### src/rtl/if_fetch_pkg.sv
// if_fetch_pkg: shared widths, NOP encoding and fetch FSM state codes
package if_fetch_pkg;
    localparam int IF_ADDR_W = 64;
    localparam int IF_INST_W = 32;
    localparam logic [31:0] IF_NOP_INST = 32'h0000_0013;
    localparam logic [1:0] S_IDLE = 2'd0;
    localparam logic [1:0] S_REQ  = 2'd1;
    localparam logic [1:0] S_WAIT = 2'd2;
    localparam logic [1:0] S_HOLD = 2'd3;
endpackage

### src/rtl/if_fetch_if.sv
// if_fetch_if: PC, memory request/response and IF/ID handshake signals of the fetch unit
interface if_fetch_if #(
    parameter int ADDR_W = if_fetch_pkg::IF_ADDR_W,
    parameter int INST_W = if_fetch_pkg::IF_INST_W
);
    logic [ADDR_W-1:0] if_fetch_pc_i;
    logic              if_fetch_flush_i;
    logic              if_fetch_req_valid_o;
    logic              if_fetch_req_ready_i;
    logic [ADDR_W-1:0] if_fetch_req_addr_o;
    logic              if_fetch_rsp_valid_i;
    logic [INST_W-1:0] if_fetch_rsp_data_i;
    logic              if_fetch_rsp_err_i;
    logic              if_fetch_inst_valid_o;
    logic              if_fetch_inst_ready_i;
    logic [INST_W-1:0] if_fetch_inst_o;
    logic [ADDR_W-1:0] if_fetch_inst_addr_o;
    logic              if_fetch_inst_fault_o;
    logic              if_fetch_pc_advance_o;
    modport master (
        input  if_fetch_pc_i, if_fetch_flush_i, if_fetch_req_ready_i,
        input  if_fetch_rsp_valid_i, if_fetch_rsp_data_i, if_fetch_rsp_err_i, if_fetch_inst_ready_i,
        output if_fetch_req_valid_o, if_fetch_req_addr_o, if_fetch_inst_valid_o,
        output if_fetch_inst_o, if_fetch_inst_addr_o, if_fetch_inst_fault_o, if_fetch_pc_advance_o
    );
    modport slave (
        output if_fetch_pc_i, if_fetch_flush_i, if_fetch_req_ready_i,
        output if_fetch_rsp_valid_i, if_fetch_rsp_data_i, if_fetch_rsp_err_i, if_fetch_inst_ready_i,
        input  if_fetch_req_valid_o, if_fetch_req_addr_o, if_fetch_inst_valid_o,
        input  if_fetch_inst_o, if_fetch_inst_addr_o, if_fetch_inst_fault_o, if_fetch_pc_advance_o
    );
endinterface

### src/rtl/if_fetch.sv
// if_fetch: single-outstanding instruction fetch with redirect kill and IF/ID output hold
module if_fetch
    import if_fetch_pkg::*;
#(
    parameter int ADDR_W = IF_ADDR_W,
    parameter int INST_W = IF_INST_W,
    parameter logic [INST_W-1:0] NOP_INST = INST_W'(IF_NOP_INST)
) (
    input logic clk,
    input logic rst,
    if_fetch_if.master bus
);
    logic [1:0]        r_state;
    logic              r_kill;
    logic [ADDR_W-1:0] r_addr;
    logic [ADDR_W-1:0] r_inst_addr;
    logic [INST_W-1:0] r_inst;
    logic              r_fault;
    logic              w_misaligned;
    logic              w_drop;

    assign w_misaligned = |bus.if_fetch_pc_i[1:0];
    assign w_drop       = r_kill | bus.if_fetch_flush_i;

    // FSM: latch PC, issue request, capture or discard response, hold until ID takes it or a redirect
    always_ff @(posedge clk or posedge rst) begin
        if (rst) begin
            r_state     <= S_IDLE;
            r_kill      <= 1'b0;
            r_addr      <= '0;
            r_inst_addr <= '0;
            r_inst      <= '0;
            r_fault     <= 1'b0;
        end else begin
            case (r_state)
                S_IDLE: begin
                    r_addr <= bus.if_fetch_pc_i;
                    if (w_misaligned) begin
                        r_state     <= S_HOLD;
                        r_inst      <= NOP_INST;
                        r_fault     <= 1'b1;
                        r_inst_addr <= bus.if_fetch_pc_i;
                    end else begin
                        r_state <= S_REQ;
                    end
                end
                S_REQ: begin
                    if (bus.if_fetch_flush_i) r_kill <= 1'b1;
                    if (bus.if_fetch_req_ready_i) r_state <= S_WAIT;
                end
                S_WAIT: begin
                    if (bus.if_fetch_rsp_valid_i && w_drop) begin
                        r_kill  <= 1'b0;
                        r_state <= S_IDLE;
                    end else if (bus.if_fetch_rsp_valid_i) begin
                        r_inst      <= bus.if_fetch_rsp_err_i ? NOP_INST : bus.if_fetch_rsp_data_i;
                        r_fault     <= bus.if_fetch_rsp_err_i;
                        r_inst_addr <= r_addr;
                        r_state     <= S_HOLD;
                    end else if (bus.if_fetch_flush_i) begin
                        r_kill <= 1'b1;
                    end
                end
                default: begin
                    if (bus.if_fetch_flush_i || bus.if_fetch_inst_ready_i) r_state <= S_IDLE;
                end
            endcase
        end
    end

    assign bus.if_fetch_req_valid_o  = r_state == S_REQ;
    assign bus.if_fetch_req_addr_o   = r_addr;
    assign bus.if_fetch_inst_valid_o = r_state == S_HOLD;
    assign bus.if_fetch_inst_o       = r_inst;
    assign bus.if_fetch_inst_addr_o  = r_inst_addr;
    assign bus.if_fetch_inst_fault_o = r_fault;
    assign bus.if_fetch_pc_advance_o = (r_state == S_HOLD) & bus.if_fetch_inst_ready_i & ~bus.if_fetch_flush_i;
endmodule

### src/flat_wrapper.sv
// flat-port wrapper written by rule: the top's interface ports become plain ports
module if_fetch_flat import if_fetch_pkg::*;
#(
    parameter int ADDR_W = IF_ADDR_W,
    parameter int INST_W = IF_INST_W,
    parameter logic [INST_W-1:0] NOP_INST = INST_W'(IF_NOP_INST)
)
  (clk, rst, bus_if_fetch_pc_i, bus_if_fetch_flush_i, bus_if_fetch_req_ready_i, bus_if_fetch_rsp_valid_i, bus_if_fetch_rsp_data_i, bus_if_fetch_rsp_err_i, bus_if_fetch_inst_ready_i, bus_if_fetch_req_valid_o, bus_if_fetch_req_addr_o, bus_if_fetch_inst_valid_o, bus_if_fetch_inst_o, bus_if_fetch_inst_addr_o, bus_if_fetch_inst_fault_o, bus_if_fetch_pc_advance_o);
  if_fetch_if #(.ADDR_W(ADDR_W), .INST_W(INST_W)) bus_i ();
  input logic clk;
  input logic rst;
  input wire logic [$bits(bus_i.if_fetch_pc_i)-1:0] bus_if_fetch_pc_i;
  input wire logic [$bits(bus_i.if_fetch_flush_i)-1:0] bus_if_fetch_flush_i;
  input wire logic [$bits(bus_i.if_fetch_req_ready_i)-1:0] bus_if_fetch_req_ready_i;
  input wire logic [$bits(bus_i.if_fetch_rsp_valid_i)-1:0] bus_if_fetch_rsp_valid_i;
  input wire logic [$bits(bus_i.if_fetch_rsp_data_i)-1:0] bus_if_fetch_rsp_data_i;
  input wire logic [$bits(bus_i.if_fetch_rsp_err_i)-1:0] bus_if_fetch_rsp_err_i;
  input wire logic [$bits(bus_i.if_fetch_inst_ready_i)-1:0] bus_if_fetch_inst_ready_i;
  output wire logic [$bits(bus_i.if_fetch_req_valid_o)-1:0] bus_if_fetch_req_valid_o;
  output wire logic [$bits(bus_i.if_fetch_req_addr_o)-1:0] bus_if_fetch_req_addr_o;
  output wire logic [$bits(bus_i.if_fetch_inst_valid_o)-1:0] bus_if_fetch_inst_valid_o;
  output wire logic [$bits(bus_i.if_fetch_inst_o)-1:0] bus_if_fetch_inst_o;
  output wire logic [$bits(bus_i.if_fetch_inst_addr_o)-1:0] bus_if_fetch_inst_addr_o;
  output wire logic [$bits(bus_i.if_fetch_inst_fault_o)-1:0] bus_if_fetch_inst_fault_o;
  output wire logic [$bits(bus_i.if_fetch_pc_advance_o)-1:0] bus_if_fetch_pc_advance_o;
  assign bus_i.if_fetch_pc_i = bus_if_fetch_pc_i;
  assign bus_i.if_fetch_flush_i = bus_if_fetch_flush_i;
  assign bus_i.if_fetch_req_ready_i = bus_if_fetch_req_ready_i;
  assign bus_i.if_fetch_rsp_valid_i = bus_if_fetch_rsp_valid_i;
  assign bus_i.if_fetch_rsp_data_i = bus_if_fetch_rsp_data_i;
  assign bus_i.if_fetch_rsp_err_i = bus_if_fetch_rsp_err_i;
  assign bus_i.if_fetch_inst_ready_i = bus_if_fetch_inst_ready_i;
  assign bus_if_fetch_req_valid_o = bus_i.if_fetch_req_valid_o;
  assign bus_if_fetch_req_addr_o = bus_i.if_fetch_req_addr_o;
  assign bus_if_fetch_inst_valid_o = bus_i.if_fetch_inst_valid_o;
  assign bus_if_fetch_inst_o = bus_i.if_fetch_inst_o;
  assign bus_if_fetch_inst_addr_o = bus_i.if_fetch_inst_addr_o;
  assign bus_if_fetch_inst_fault_o = bus_i.if_fetch_inst_fault_o;
  assign bus_if_fetch_pc_advance_o = bus_i.if_fetch_pc_advance_o;
  if_fetch #(.ADDR_W(ADDR_W), .INST_W(INST_W), .NOP_INST(NOP_INST)) u_core (.clk(clk), .rst(rst), .bus(bus_i));
endmodule
### config.mk
export PLATFORM = sky130hd
export DESIGN_NAME = if_fetch_flat
export DESIGN_NICKNAME = d
export VERILOG_FILES = /design/src/rtl/if_fetch_pkg.sv /design/src/rtl/if_fetch_if.sv /design/src/rtl/if_fetch.sv /design/src/flat_wrapper.sv
export SDC_FILE = /design/constraint.sdc
export NUM_CORES = 1
export LEC_CHECK = 0
export ABC_AREA = 1
export CAP_MARGIN = 10
export CORE_UTILIZATION = 35
export CTS_CLUSTER_DIAMETER = 60
export DETAILED_ROUTE_END_ITERATION = 8
export PLACE_DENSITY_LB_ADDON = 0.25
export SLEW_MARGIN = 0
export SYNTH_ARGS = -nofsm -noshare
export SYNTH_HDL_FRONTEND = slang
export SYNTH_SLANG_ARGS = --single-unit
export TNS_END_PERCENT = 50
### constraint.sdc
create_clock -name clk -period 8.5 [get_ports clk]
set_clock_uncertainty 0.1 [all_clocks]
set_input_delay 2.55 -clock clk [delete_from_list [all_inputs] [get_ports clk]]
set_output_delay 2.55 -clock clk [all_outputs]
set_load 0.01 [all_outputs]
* After elaboration in Yosys (flattened, before gate mapping)
Cells that the tools add are included.
** Storage, ports and cells
- Flip-flop bits (word level) :: 164
- Input port bits :: 103
- Logic and storage cells :: 52
** Cells by class
- Multiplexer cells :: 23
- Equal/unequal tests :: 9
- Bitwise logic cells :: 4
- Reductions and logical operators :: 10
** Operators by type and width (count)
- 64-bit 2-to-1 mux :: 3
- 32-bit 2-to-1 mux :: 4
- 64-bit one-hot mux with 2 select lines :: 1
- 32-bit one-hot mux with 2 select lines :: 1
- 2-bit 2-to-1 mux :: 5
- 1-bit 2-to-1 mux :: 6
- 2-bit != test, second input constant :: 3
- 3-bit by 2-bit != test with 1-bit output, second input constant :: 2
- 2-bit one-hot mux with 3 select lines :: 1
- 2-bit == test, second input constant :: 2
- 1-bit one-hot mux with 2 select lines :: 2
- 4-bit AND reduction :: 1
- 2-bit nonzero test :: 2
- 4-bit nonzero test :: 1
- 3-bit AND reduction :: 1
- 1-bit AND :: 2
- 2-bit by 1-bit == test with 1-bit output, second input constant :: 1
- 2-bit zero test :: 1
- 2-bit by 1-bit != test with 1-bit output, second input constant :: 1
- 2-bit AND reduction :: 1
- 2-bit OR reduction :: 1
- 1-bit logical AND :: 1
- 1-bit logical OR :: 1
- 1-bit NOT :: 1
- 1-bit bitwise OR :: 1

* Depth between registers and ports, before layout
Gate-level depths: netlist of run 1.
- Depth after elaboration :: 4
- Gate-level depth with buffers :: 10
- Mapped depth without buffers :: 8

* Least setup slack after synthesis of run 1
No wires, ideal clock.
- Kind :: input to output
- Start point :: in bus_if_fetch_inst_ready_i
- End point :: out bus_if_fetch_pc_advance_o
- Stages :: 2
- Path slack :: 3104 ps
- Required time :: 5850 ps
- Data arrival time :: 2746 ps
- Cell sequence :: nand2_1 > nor2_1
** Between the ends
- Cells in the longest elaborated chain, start to end :: 2
** Ends and longest elaborated chain
- from (decl) :: RTL line flat_wrapper.sv:18 : input wire logic [$bits(bus_i.if_fetch_inst_ready_i)-1:0] bus_if_fetch_inst_ready_i;
- 1-bit AND (2 in series) :: RTL line if_fetch.sv:77 : assign bus.if_fetch_pc_advance_o = (r_state == S_HOLD) & bus.if_fetch_inst_ready_i & ~bus.if_fetch_flush_i;
- to (decl) :: RTL line flat_wrapper.sv:25 : output wire logic [$bits(bus_i.if_fetch_pc_advance_o)-1:0] bus_if_fetch_pc_advance_o;
No other way between the ends.

* Worst setup path after layout of run 1
Same ends and word-level chain as after synthesis.

==> flow_summary.toml, run 1 <==
[global_route]
antenna_found_initial = 1
grt_pass1_wl_mm = 34.0
grt_pass1_vias = 6440
overflow = 0
grt_max_degree = 96
track_usage_pct = 19.8

[setup_path]
cp_slowest_stage_delay_ns = 0.53
path_common_cell = "clkdlybuf4s50_1"
arrival_ns = 3.69
r2r_setup_slack_ns = 4.67
worstSetupEndpoint = "bus_if_fetch_pc_advance_o"
cp_slowest_cell = "clkdlybuf4s50_1"
critPathKind = "input port to output port"
crit_path_end_kind = "output port"
cp-startpoint = "bus_if_fetch_inst_ready_i"
path_cells = "clkdlybuf4s50_1 > nand2_1 > nor2_1 > clkdlybuf4s50_1"
cp_max_fo = 2
r2r-start = "u_core.r_state[1]"
r2r_cells = 9
r2r-end = "u_core.bus.if_fetch_inst_o[11]"
start_kind = "input port"
required_ns = 5.85

[sta]
setup_viol_count_final = 0
tns_ns = 0
fin_crit_sh_pct = 74.6
max_freq_ghz = 0.158
min_period_ns = 6.34
fin_ws_ns = 2.16
max-slew-margin-rel_pct = 25.1
slew_violations = 0
rsz0062_at_grt = "no"
hold_violations = 0
tightest_slew_ns = 1.12

[pwr]
p_leak_nw = 5.19
ir_drop_mv = 0.225
power_density_mw_per_mm2 = 413
power_mw = 4.46

[yosys]
synth_enable_flop_cells = 0
ys_types = 18
yosys_most_used_dff = "dfrtp_1"
syn_area_per_cell_um2 = 7.86
ys_ff_latch = 164
async_reset_ff_share_pct = 100
ys_top_cells_by_count = "357 x nand2_1, 164 x dfrtp_1, 130 x o21ai_0"
yosysWarningCount = 0
syn-cell-area_mm2 = 0.00741
synth_nets = 1050
synthCells = 943
yosysSeqAreaShare_pct = 55.4
yosysTopAreaCellShare_pct = 55.4
synth_top_area_cell = "dfrtp_1"
synth.area.top_cells = "dfrtp_1 55%, nand2_1 18%, o21ai_0 8.8%, nand3_1 6.7%, inv_1 4.1%"
yosysMostFrequentCell = "nand2_1"

[cts]
numCtsBuffers = 17
cts_tree = "done"
holdBufCountCts = 0
htreeDepth = 4
cts_setup_buffers = 0
cts-root-buf = "clkbuf_16"
clkTransAtPathRegs_ns = 0.06
cts.path.max_buffers = 2
cts_sinks = 164
cts_resized = 0
insertion_delay_ns = 0.42

[floorplan]
die_x_um = 148
die_y_um = 148
rows = 52
die_area_mm2 = 0.0218
io_pins = 267
start_util_pct = 36.2
coreArea_mm2 = 0.0205

[cells_and_area]
drive_gt1_share_pct = 3.80
stdcell_area_mm2 = 0.0108
utilization_pct = 52.7
area_growth_pct = 45.7
nets = 1279

[placed_design]
portBuffers = 266
hpwl_mm = 13.5
placed_cell_area_mm2 = 0.0102
globalplace.congestion = 0.779
place_ws_ns = 2.15

[flow_run]
cap_violations = 0

[detailed_routing]
dr.pass1.iters = 7
drc = 0
wl_per_cell_um = 14.5
drt_wl_total_mm = 21.2
drtIter0Drc = 347
via_per_inst = 4.69
num_vias = 6835
ant_nets = 0

[outcome]
status = "complete, no violations"

[min_path]
hp-class = "register to register"
routing by layer:
layer  global-route usage, %  wire length, um  up-vias
li1                        -                -     3410
met1                    24.8             9180     3167
met2                    31.6             9710      237
met3                    6.88             1940       21
met4                    6.86              337        0
met5                       0                0        -
worst min path at each step:
stage / from / to / depth (start not counted)
2_1_floorplan: u_core.r_state[1] / u_core.r_state[1] / 2
3_3_place_gp: u_core.bus.if_fetch_inst_addr_o[33] / u_core.bus.if_fetch_inst_addr_o[33] / 2
3_5_place_dp: u_core.bus.if_fetch_inst_o[27] / u_core.bus.if_fetch_inst_o[27] / 2
4_1_cts: u_core.bus.if_fetch_inst_fault_o / u_core.bus.if_fetch_inst_fault_o / 2
5_1_grt: u_core.bus.if_fetch_inst_addr_o[61] / u_core.bus.if_fetch_inst_addr_o[61] / 2
6_report: u_core.bus.if_fetch_inst_o[21] / u_core.bus.if_fetch_inst_o[21] / 2
state kept, by name (all words and copies together), names as in the netlist:
register,count
u_core.bus.if_fetch_inst_addr_o,64
u_core.bus.if_fetch_req_addr_o,64
u_core.bus.if_fetch_inst_o,32
u_core.r_state,2
u_core.bus.if_fetch_inst_fault_o,1
u_core.r_kill,1
cell families (layout without fill, tap and decap cells):
logic type               Yosys count  after routing  synth area share [%]
AO/OA/AOI/OAI                    134            134                  9.20
adder cells (fa/ha/maj)            4              4                 0.675
AND/OR/NAND/NOR                  496            496                  26.9
buffers and inverters            145            387                  7.85
other                              0              1                     0
flip-flops                       164            164                  55.4
through the flow:
step / hold WS, ns / cells
6_report: 0.369 / 1456
5_1_grt: 0.387 / 1455
4_1_cts: 0.372 / 1455
3_5_place_dp: 0.357 / 1423
3_3_place_gp: 0.352 / 1423
2_1_floorplan: 0.401 / 943
report_power, final:
part | leakage, nW | internal, mW | switching [mW] | total [mW]
Clock | 0.261 | 0.416 | 0.333 | 0.749
Combinational | 2.87 | 1.01 | 1.32 | 2.33
Sequential | 2.06 | 1.17 | 0.215 | 1.38
cell usage in the layout, fill, tap and decap left out, types with 2 or more instances in the layout:
cell type | synthesis | routed
nand2_1 | 357 | 357
clkdlybuf4s50_1 | 0 | 266
dfrtp_1 | 164 | 164
o21ai_0 | 130 | 130
nand3_1 | 99 | 99
inv_1 | 80 | 79
nor2_1 | 38 | 38
clkbuf_16 | 0 | 17
buf_4 | 4 | 8
inv_6 | 0 | 6
clkinvlp_4 | 0 | 5
ha_2 | 0 | 2
ha_1 | 4 | 2
clkbuf_1 | 33 | 2
layout make-up:
class                   instances  area (um^2)
fillers                      1997         9700
flip-flops and latches        164         4100
multi-input cells             634         2750
repair buffers                274         2720
clock buffers                  20          447
well taps                     270          338
inverters                      81          309
clock inverters                12          120
diodes                          1         2.50
critical path: cells and delay by family:
family | cells | cell delay (ns)
buffers and inverters | 2 | 1.01
and+or+nand+nor | 2 | 0.13
No activity file was read; power rests on OpenSTA's default activity.
==> run 2, diff against run 1 <==
==> constraint.sdc (replaced) <==
create_clock -name clk -period 5.5 [get_ports clk]
set_clock_uncertainty 0.1 [all_clocks]
set_input_delay 1.65 -clock clk [delete_from_list [all_inputs] [get_ports clk]]
set_output_delay 1.65 -clock clk [all_outputs]
set_load 0.01 [all_outputs]
==> run 2 against run 1 <==
Global-route usage rose by 0.30 points. Largest power group unchanged. Combinational power up 55%. Final cell count about the same. Core utilization up 0.49 points. Critical endpoint unchanged. Wire length is 1.1% higher. First-iteration DRC count rose by 50%. Sequential cell count unchanged. Worst setup slack got worse by 1.2 ns. Clock power increased by 75%. Via count is 1.4% higher. Cell area increased by 0.93%.
==> flow_summary.toml, run 2 (synthesis results as in run 1) <==
[pwr]
p_comb_share_pct = 51.2
power_density_mw_per_mm2 = 648
p_sw_share_pct = 40.7
p_seq_share_pct = 30.3
intPower_mw = 4.19
p_leak_nw = 5.24
ir_drop_mv = 0.405
switching_power_mw = 2.87
power.share.clock_pct = 18.5

[floorplan]
die_y_um = 148
coreArea_mm2 = 0.0205
io_pins = 267
start_util_pct = 36.2
rows = 52
die_area_mm2 = 0.0218
die_x_um = 148

[sta]
min_period_ns = 4.55
slew_violations = 0
tightest_slew_ns = 1.15
max-slew-margin-rel_pct = 23.1
max_freq_ghz = 0.220
tns_ns = 0
hold_violations = 0
fin_crit_sh_pct = 82.7
rsz0062_at_grt = "no"
setup_viol_count_final = 0

[setup_path]
required_ns = 3.75
start_kind = "input port"
crit_path_end_kind = "output port"
arrival_ns = 2.80
critPathKind = "input port to output port"
cp_max_fo = 2

[detailed_routing]
wl_per_cell_um = 14.7
num_vias = 6930
drc = 0
drt_wl_total_mm = 21.4
via_per_inst = 4.76
drtIter0Drc = 519
dr.pass1.iters = 5
ant_nets = 0

[global_route]
met2_usage_pct = 32.9
track_usage_pct = 20.1
grt_pass1_wl_mm = 34.8
grt_pass1_vias = 6662
overflow = 0
grt_max_degree = 98
top_usage_layer = "met2"
antenna_found_initial = 0
use_met3_pct = 6.76
grt_use_met1_pct = 25.1

[cts]
cts_resized = 0
cts-root-buf = "clkbuf_16"
holdBufCountCts = 0
htreeDepth = 4
cts_sinks = 164
cts_setup_buffers = 0
numCtsBuffers = 17
cts_tree = "done"
cts.path.max_buffers = 2
insertion_delay_ns = 0.42
clkTransAtPathRegs_ns = 0.06

[placed_design]
dp_cells = 1424
portBuffers = 266
placed_cell_area_mm2 = 0.0103
hpwl_mm = 13.6
globalplace.congestion = 0.790

[cells_and_area]
multi_input_area_mm2 = 0.00275
fin_cells = 1455
final_common_cell = "nand2_1"
area_growth_pct = 47.0
diodes = 0
register_area_mm2 = 0.00410
fillCellCount = 1944
utilization_pct = 53.2
nets = 1280
drive_gt1_share_pct = 3.80
final_cell_mix = "357 x nand2_1, 266 x clkdlybuf4s50_1, 164 x dfrtp_1"
stdcell_area_mm2 = 0.0109

[flow_run]
cap_violations = 0

[min_path]
hp-class = "register to register"

[outcome]
status = "complete, no violations"
[run 2: routing by layer]
layer / wire, um / up-vias
met1: 9190 / 3256
met5: 0 / -
met3: 1870 / 18
li1: - / 3420
met4: 221 / 0
met2: 10100 / 236
[run 2: power by group through the flow]
stage	registers (mW)	logic, mW	clock network, mW
finish	2.14	3.61	1.31
global route	2.22	4.01	1.40
detailed placement	2.16	3.66	0
floorplan	2.40	1.66	0
CTS	2.15	3.68	1.34
global placement	2.14	3.62	0
[run 2: metrics by stage]
stage | power, mW | hold WS (ns) | setup WS (ns)
5_1_grt | 7.62 | 0.388 | 0.930
3_5_place_dp | 5.82 | 0.357 | 0.954
4_1_cts | 7.16 | 0.373 | 0.948
6_report | 7.06 | 0.368 | 0.953
2_1_floorplan | 4.06 | 0.401 | 1.67
3_3_place_gp | 5.76 | 0.353 | 0.952
[run 2: worst max-delay path, stage by stage]
cell             delay, ns
clkdlybuf4s50_1       0.48
nand2_1               0.05
nor2_1                0.08
clkdlybuf4s50_1       0.53
[run 2: worst paths after layout]
kind,start,depth (start not counted),to,slack [ns]
setup / recovery,bus_if_fetch_inst_ready_i,4,bus_if_fetch_pc_advance_o,0.95
hold / removal,u_core.bus.if_fetch_inst_o[19],2,u_core.bus.if_fetch_inst_o[19],0.37
setup reg to reg,u_core.r_state[0],9,u_core.bus.if_fetch_inst_o[1],2.43
hold reg to reg,u_core.bus.if_fetch_inst_o[19],2,u_core.bus.if_fetch_inst_o[19],0.37
max in group asynchronous,rst,3,u_core.bus.if_fetch_req_addr_o[8],2.80
min in group asynchronous,rst,2,u_core.r_kill,1.65
[run 2: cell type report]
type	instances	area share [%]
flip-flops and latches	164	37.7
repair buffers	275	25.3
multi-input cells	634	25.2
clock buffers	19	3.97
well taps	270	3.10
inverters	81	2.83
clock inverters	12	1.88
